$ cat src/rtl/cp0_timer_pkg.sv
`default_nettype none
// ============================================================================
//  Module   : cp0_timer_pkg
//  Brief    : Shared CP0 constants and types used by the Count/Compare timer.
//  Revision : 1.0 - initial release
// ============================================================================
package cp0_timer_pkg;

  // CP0 register indices handled by the timer
  localparam logic [4:0] CP0_COUNT   = 5'd9;
  localparam logic [4:0] CP0_COMPARE = 5'd11;

  // Position of IP7 (timer interrupt) inside the Cause register
  localparam int unsigned CP0_CAUSE_IP7 = 15;

  // Core clocks per Count increment unless overridden
  localparam int unsigned CP0_COUNT_DIV_DEFAULT = 2;

  // Read-select encoding for MFC0 accesses to the timer
  typedef enum logic {
    RD_COUNT   = 1'b0,
    RD_COMPARE = 1'b1
  } rd_sel_e;

endpackage
`default_nettype wire

$ cat src/rtl/Compare.sv
`default_nettype none
// ============================================================================
//  Module   : Compare
//  Brief    : 32-bit equality comparator shared with branch resolution.
//  Revision : 1.0 - initial release
// ============================================================================
module Compare (
  input  logic [31:0] A,
  input  logic [31:0] B,
  output logic        EQ
);

  assign EQ = (A == B);

endmodule
`default_nettype wire

$ cat src/rtl/cp0_timer_prescaler.sv
`default_nettype none
// ============================================================================
//  Module   : cp0_timer_prescaler
//  Brief    : Divides the core clock down to the Count increment rate.
//             Holds while disabled, restarts from zero on a Count write.
//  Revision : 1.0 - initial release
// ============================================================================
module cp0_timer_prescaler #(
  parameter int unsigned COUNT_DIV = 2
) (
  input  logic clock,
  input  logic reset,
  input  logic enable,
  input  logic clear,
  output logic tick
);

  // A one-bit counter is kept even for COUNT_DIV=1; it simply stays at zero
  localparam int unsigned       DIV_W   = (COUNT_DIV > 1) ? $clog2(COUNT_DIV) : 1;
  localparam logic [DIV_W-1:0]  DIV_MAX = DIV_W'(COUNT_DIV - 1);

  logic [DIV_W-1:0] div_cnt;
  logic             at_max;

  assign at_max = (div_cnt == DIV_MAX);

  // A write to Count owns the cycle, so the increment it would have produced is lost
  assign tick = enable & at_max & ~clear;

  // Prescale counter: clear on Count write, wrap at DIV_MAX, hold when disabled
  always_ff @(posedge clock or negedge reset) begin
    if (!reset) begin
      div_cnt <= '0;
    end else if (clear) begin
      div_cnt <= '0;
    end else if (enable) begin
      if (at_max) begin
        div_cnt <= '0;
      end else begin
        div_cnt <= div_cnt + DIV_W'(1);
      end
    end
  end

endmodule
`default_nettype wire

$ cat src/rtl/cp0_timer.sv
`default_nettype none
// ============================================================================
//  Module   : cp0_timer
//  Brief    : CP0 Count/Compare timer. Count increments at a divided rate,
//             timer_irq (Cause.IP7) latches when Count changes into equality
//             with Compare and clears on a Compare write.
//  Revision : 1.0 - initial release
// ============================================================================
module cp0_timer
  import cp0_timer_pkg::*;
#(
  parameter int unsigned COUNT_DIV = CP0_COUNT_DIV_DEFAULT
) (
  input  logic        clock,
  input  logic        reset,
  input  logic        count_disable,
  input  logic        wr_count,
  input  logic        wr_compare,
  input  logic [31:0] wr_data,
  input  logic        rd_en,
  input  logic        rd_sel,
  output logic [31:0] rd_data,
  output logic        rd_valid,
  output logic [31:0] count,
  output logic [31:0] compare,
  output logic        timer_irq
);

  logic    tick;
  logic    cnt_upd;
  logic    cnt_eq;
  logic    match;
  rd_sel_e sel;

  assign sel = rd_sel_e'(rd_sel);

  cp0_timer_prescaler #(
    .COUNT_DIV (COUNT_DIV)
  ) u_prescaler (
    .clock  (clock),
    .reset  (reset),
    .enable (~count_disable),
    .clear  (wr_count),
    .tick   (tick)
  );

  Compare u_compare (
    .A  (count),
    .B  (compare),
    .EQ (cnt_eq)
  );

  // Only a Count that just changed may raise the interrupt; static equality is ignored
  assign match = cnt_upd & cnt_eq;

  // Count register: software write beats the prescaler increment
  always_ff @(posedge clock or negedge reset) begin
    if (!reset) begin
      count <= '0;
    end else if (wr_count) begin
      count <= wr_data;
    end else if (tick) begin
      count <= count + 32'd1;
    end
  end

  // Compare register
  always_ff @(posedge clock or negedge reset) begin
    if (!reset) begin
      compare <= '0;
    end else if (wr_compare) begin
      compare <= wr_data;
    end
  end

  // One-cycle marker that Count was loaded on the previous edge
  always_ff @(posedge clock or negedge reset) begin
    if (!reset) begin
      cnt_upd <= 1'b0;
    end else begin
      cnt_upd <= wr_count | tick;
    end
  end

  // Interrupt latch: a Compare write clears it and wins over a same-cycle match
  always_ff @(posedge clock or negedge reset) begin
    if (!reset) begin
      timer_irq <= 1'b0;
    end else if (wr_compare) begin
      timer_irq <= 1'b0;
    end else if (match) begin
      timer_irq <= 1'b1;
    end
  end

  // MFC0 read port: samples register values from before any same-cycle write
  always_ff @(posedge clock or negedge reset) begin
    if (!reset) begin
      rd_data  <= '0;
      rd_valid <= 1'b0;
    end else begin
      rd_valid <= rd_en;
      if (rd_en) begin
        rd_data <= (sel == RD_COMPARE) ? compare : count;
      end
    end
  end

endmodule
`default_nettype wire

$ cat config.mk
export PLATFORM = sky130hd
export DESIGN_NAME = cp0_timer
export DESIGN_NICKNAME = d
export VERILOG_FILES = /design/src/rtl/cp0_timer_pkg.sv /design/src/rtl/Compare.sv /design/src/rtl/cp0_timer_prescaler.sv /design/src/rtl/cp0_timer.sv
export SDC_FILE = /design/constraint.sdc
export NUM_CORES = 1
export LEC_CHECK = 0
export ABC_AREA = 1
export ABC_CLOCK_PERIOD_IN_PS = 2000
export BUFFER_PORTS_ARGS = -buffer_cell sky130_fd_sc_hd__buf_4
export CAP_MARGIN = 20
export CORE_MARGIN = 4
export CORE_UTILIZATION = 55
export CTS_BUF_LIST = sky130_fd_sc_hd__clkbuf_8
export DETAILED_ROUTE_END_ITERATION = 10
export GPL_TIMING_DRIVEN = 0
export PLACE_DENSITY = 0.87
export SLEW_MARGIN = 20
export SYNTH_ARGS = -nofsm -noshare
export SYNTH_HDL_FRONTEND = slang
export SYNTH_SLANG_ARGS = --single-unit
$ cat constraint.sdc
create_clock -name clock -period 2 [get_ports clock]
set_input_delay 0.4 -clock clock [delete_from_list [all_inputs] [get_ports clock]]
set_output_delay 0.4 -clock clock [all_outputs]
set_load 0.005 [all_outputs]
==> qor.yml <==
run_status:
  outcome: "finished, final reports clean"
critical_path:
  cp_slowest_stage_delay_ps: 500
  critical_path.cell_chain: "ha_1 > nand2_2 > nor2_4 > nand2_2 > nor2_4 > inv_2 > nor2_2 > xor2_1 > o21bai_1"
  worst_ep_arrival_ps: 2070
  type_of_the_setup_path_with_the_least_slack: "flop to flop"
  crit_fanout: 8
  critical-path-slowest-cell: "dfrtp_1"
  endpoint_kind: "flop"
  critPathRequiredTime_ps: 2230
  startpoint_type: "flop"
sta:
  fin_hold_ws_ps: 69.9
  tightestPinTransition_ps: 935
  setup-tns-final_ps: 0
  period_utilisation_layout_pct: 92.2
  clock.fmax_ghz: 0.543
  timing.final.max_slew_violations: 0
  setup_viol_count_final: 0
  final.setup_skew_ps: 10.1
  layout_min_cycle_time_ps: 1840
  finalHoldViolations: 0
  slew_headroom_pct: 37.6
  rsz_0062_raised_after_global_routing: "no"
placed_design:
  detailed_place_hpwl_um: 13000
  port_buffers: 133
  place.gp.congestion: 0.967
synth:
  synth_enable_flop_cells: 0
  postSynth.topFlopCell: "dfrtp_1"
  syn_area_per_cell_um2: 7.45
  synth_top_cells_by_count: "nand2_1 (187), dfrtp_1 (100), nor2_1 (95)"
  synth-async-reset-ratio_pct: 100
  synthesis.nets: 777
  yosys-top-cells-area: "dfrtp_1 (46%), nand2_1 (13%), nor2_1 (6.5%), inv_1 (5.9%), o21ai_0 (5.4%)"
  mappedNetlistArea_um2: 5490
  synthDistinctLibCells: 32
  netlist_instances: 737
  yosys_register_bits: 100
  yosys.area.top_type: "dfrtp_1"
  synthMostInstantiatedCell: "nand2_1"
  seq_area_frac_synth_pct: 45.6
  synthesis.yosys.warnings: 0
  synth.top_cell.area_share_pct: 45.6
floorplanning:
  initial_core_util_pct: 56.5
  core_area_um2: 9730
  io_pins: 137
  horiz_die_dim_um: 108
  placement_rows: 36
  chipHeight_um: 108
  die_area_um2: 11700
route:
  dr_total_vias: 5661
  avgRoutedWirePerCell_um: 17.3
  drt_iter0_drc: 524
  drtPass1Iterations: 5
  vias_per_cell: 5.56
  post-route-drc-count: 0
  postRouteWirelength_um: 17600
  ant_nets: 0
run:
  number_of_max_cap_violations: 0
power_and_ir_drop:
  power_leakage_nw: 3.33
  power_density_nw_per_um2: 732
  ir_drop_mv: 0.372
cts:
  cts_repair_resizes: 0
  clk_pin_slew_ps: 90
  root_buf_cell: "clkbuf_8"
  worstSkewPairLatency_ps: 370
  clkSinkCount: 100
  cts_setup_buffers: 0
  hold_buffers: 0
  clock_tree_from_tritoncts: "done"
  clk_path_buf_depth: 2
  htreeDepth: 3
  cts_made_buffers: 9
cells_and_area:
  share_of_cells_above_drive_strength_1_pct: 19.7
  final.fill_count: 844
  numnets_final: 921
  antenna_cells: 0
  multi_input_comb_area_um2: 2500
  syn2layout_area_growth_pct: 24.7
  ff_latch_area_um2: 2500
global_routing:
  grt-ovfl-total: 0
  grt_pass1_vias: 5549
  global_route_wire_length_before_repair_um: 28200
  grt_start_max_net_pins: 101
  grt_util_all_layers_pct: 31.1
  grt_antenna_before_repair: 0
worst_hold_path:
  hp-class: "input pin to async pin"
## per-layer routing
metal	wire length, µm	GRT usage (%)
met5	0	0
met4	495	11.5
met3	1690	5.61
met2	8200	48.9
met1	7180	43.4
## critical path: cells and delay by family, from the launching register on
kind / cells / cell delay (ps)
AO/OA/AOI/OAI: 1 / 80
flip-flops: 1 / 500
AND/OR/NAND/NOR: 5 / 660
buffers and inverters: 1 / 50
adder cells (fa/ha/maj): 1 / 250
XOR/XNOR: 1 / 170
## sequential cells by signal (all words and copies together), names as in the netlist
| register | flops |
|---|---|
| timer_irq | 1 |
| compare | 32 |
| count | 32 |
| u_prescaler.at_max | 1 |
| rd_data | 32 |
| cnt_upd | 1 |
| rd_valid | 1 |
## per-stage QoR
step | util (%) | total power (W) | setup WS, ps | instances | cell area (µm²)
detailed placement | 68.5 | 0.00373 | -6.15 | 1003 | 6660
global route | 70.4 | 0.00527 | 39.6 | 1018 | 6850
floorplan | - | 0.00306 | 428 | 737 | 5490
global placement | 68.4 | 0.00369 | -3.00 | 1003 | 6660
finish | 70.4 | 0.00501 | 157 | 1018 | 6850
CTS | 70.4 | 0.00500 | 189 | 1018 | 6850
## logic make-up (layout without fill, tap and decap cells)
logic type,Yosys count,in the layout,share of synthesized area [%]
flip-flops,100,100,45.6
AO/OA/AOI/OAI,148,148,15.5
AND/OR/NAND/NOR,341,341,26.0
XOR/XNOR,24,24,3.83
buffers and inverters,123,271,8.88
adder cells (fa/ha/maj),1,1,0.228
## power breakdown
part | switching [W] | internal, W
Clock | 0.000705 | 0.000603
Sequential | 0.000255 | 0.00223
Combinational | 0.000658 | 0.000560
## layout by cell type, fill, tap and decap left out, drive strengths merged
| cell type | n |
|---|---|
| o211ai | 13 |
| a21oi | 43 |
| a31oi | 2 |
| o21a | 8 |
| o21bai | 8 |
| nand3 | 35 |
| inv | 91 |
| o221ai | 6 |
| bufinv | 1 |
| buf | 141 |
| nand4 | 4 |
| nor2 | 104 |
| xor2 | 16 |
| clkbuf | 34 |
| nand2 | 190 |
| o22ai | 7 |
| a21boi | 1 |
| nor3 | 8 |
| xnor2 | 8 |
| clkinv | 4 |
| o21ai | 59 |
| dfrtp | 100 |
| o2111ai | 1 |
| ha | 1 |
## path summary, 6_finish.rpt
| kind | start | endpoint | slack [ps] | cells after the start |
|---|---|---|---|---|
| worst min register to register | rd_data[20] | rd_data[20] | 510 | 2 |
| min in group clock | rd_en | rd_valid | 140 | 1 |
| worst max register to register | count[0] | count[12] | 160 | 9 |
| max in group asynchronous | reset | count[25] | 1240 | 1 |
| worst min-delay path | reset | rd_data[21] | 70 | 1 |
| worst max-delay path | count[0] | count[12] | 160 | 9 |
## final cells by class
cell class,instances,share of cell area [%]
flip-flops and latches,100,36.5
clock inverters,5,0.767
well taps,133,2.43
multi-input cells,514,36.5
clock buffers,10,2.01
inverters,91,4.99
repair buffers,133,14.6
plain buffers,32,2.14
(Power assumes the default switching activity.)
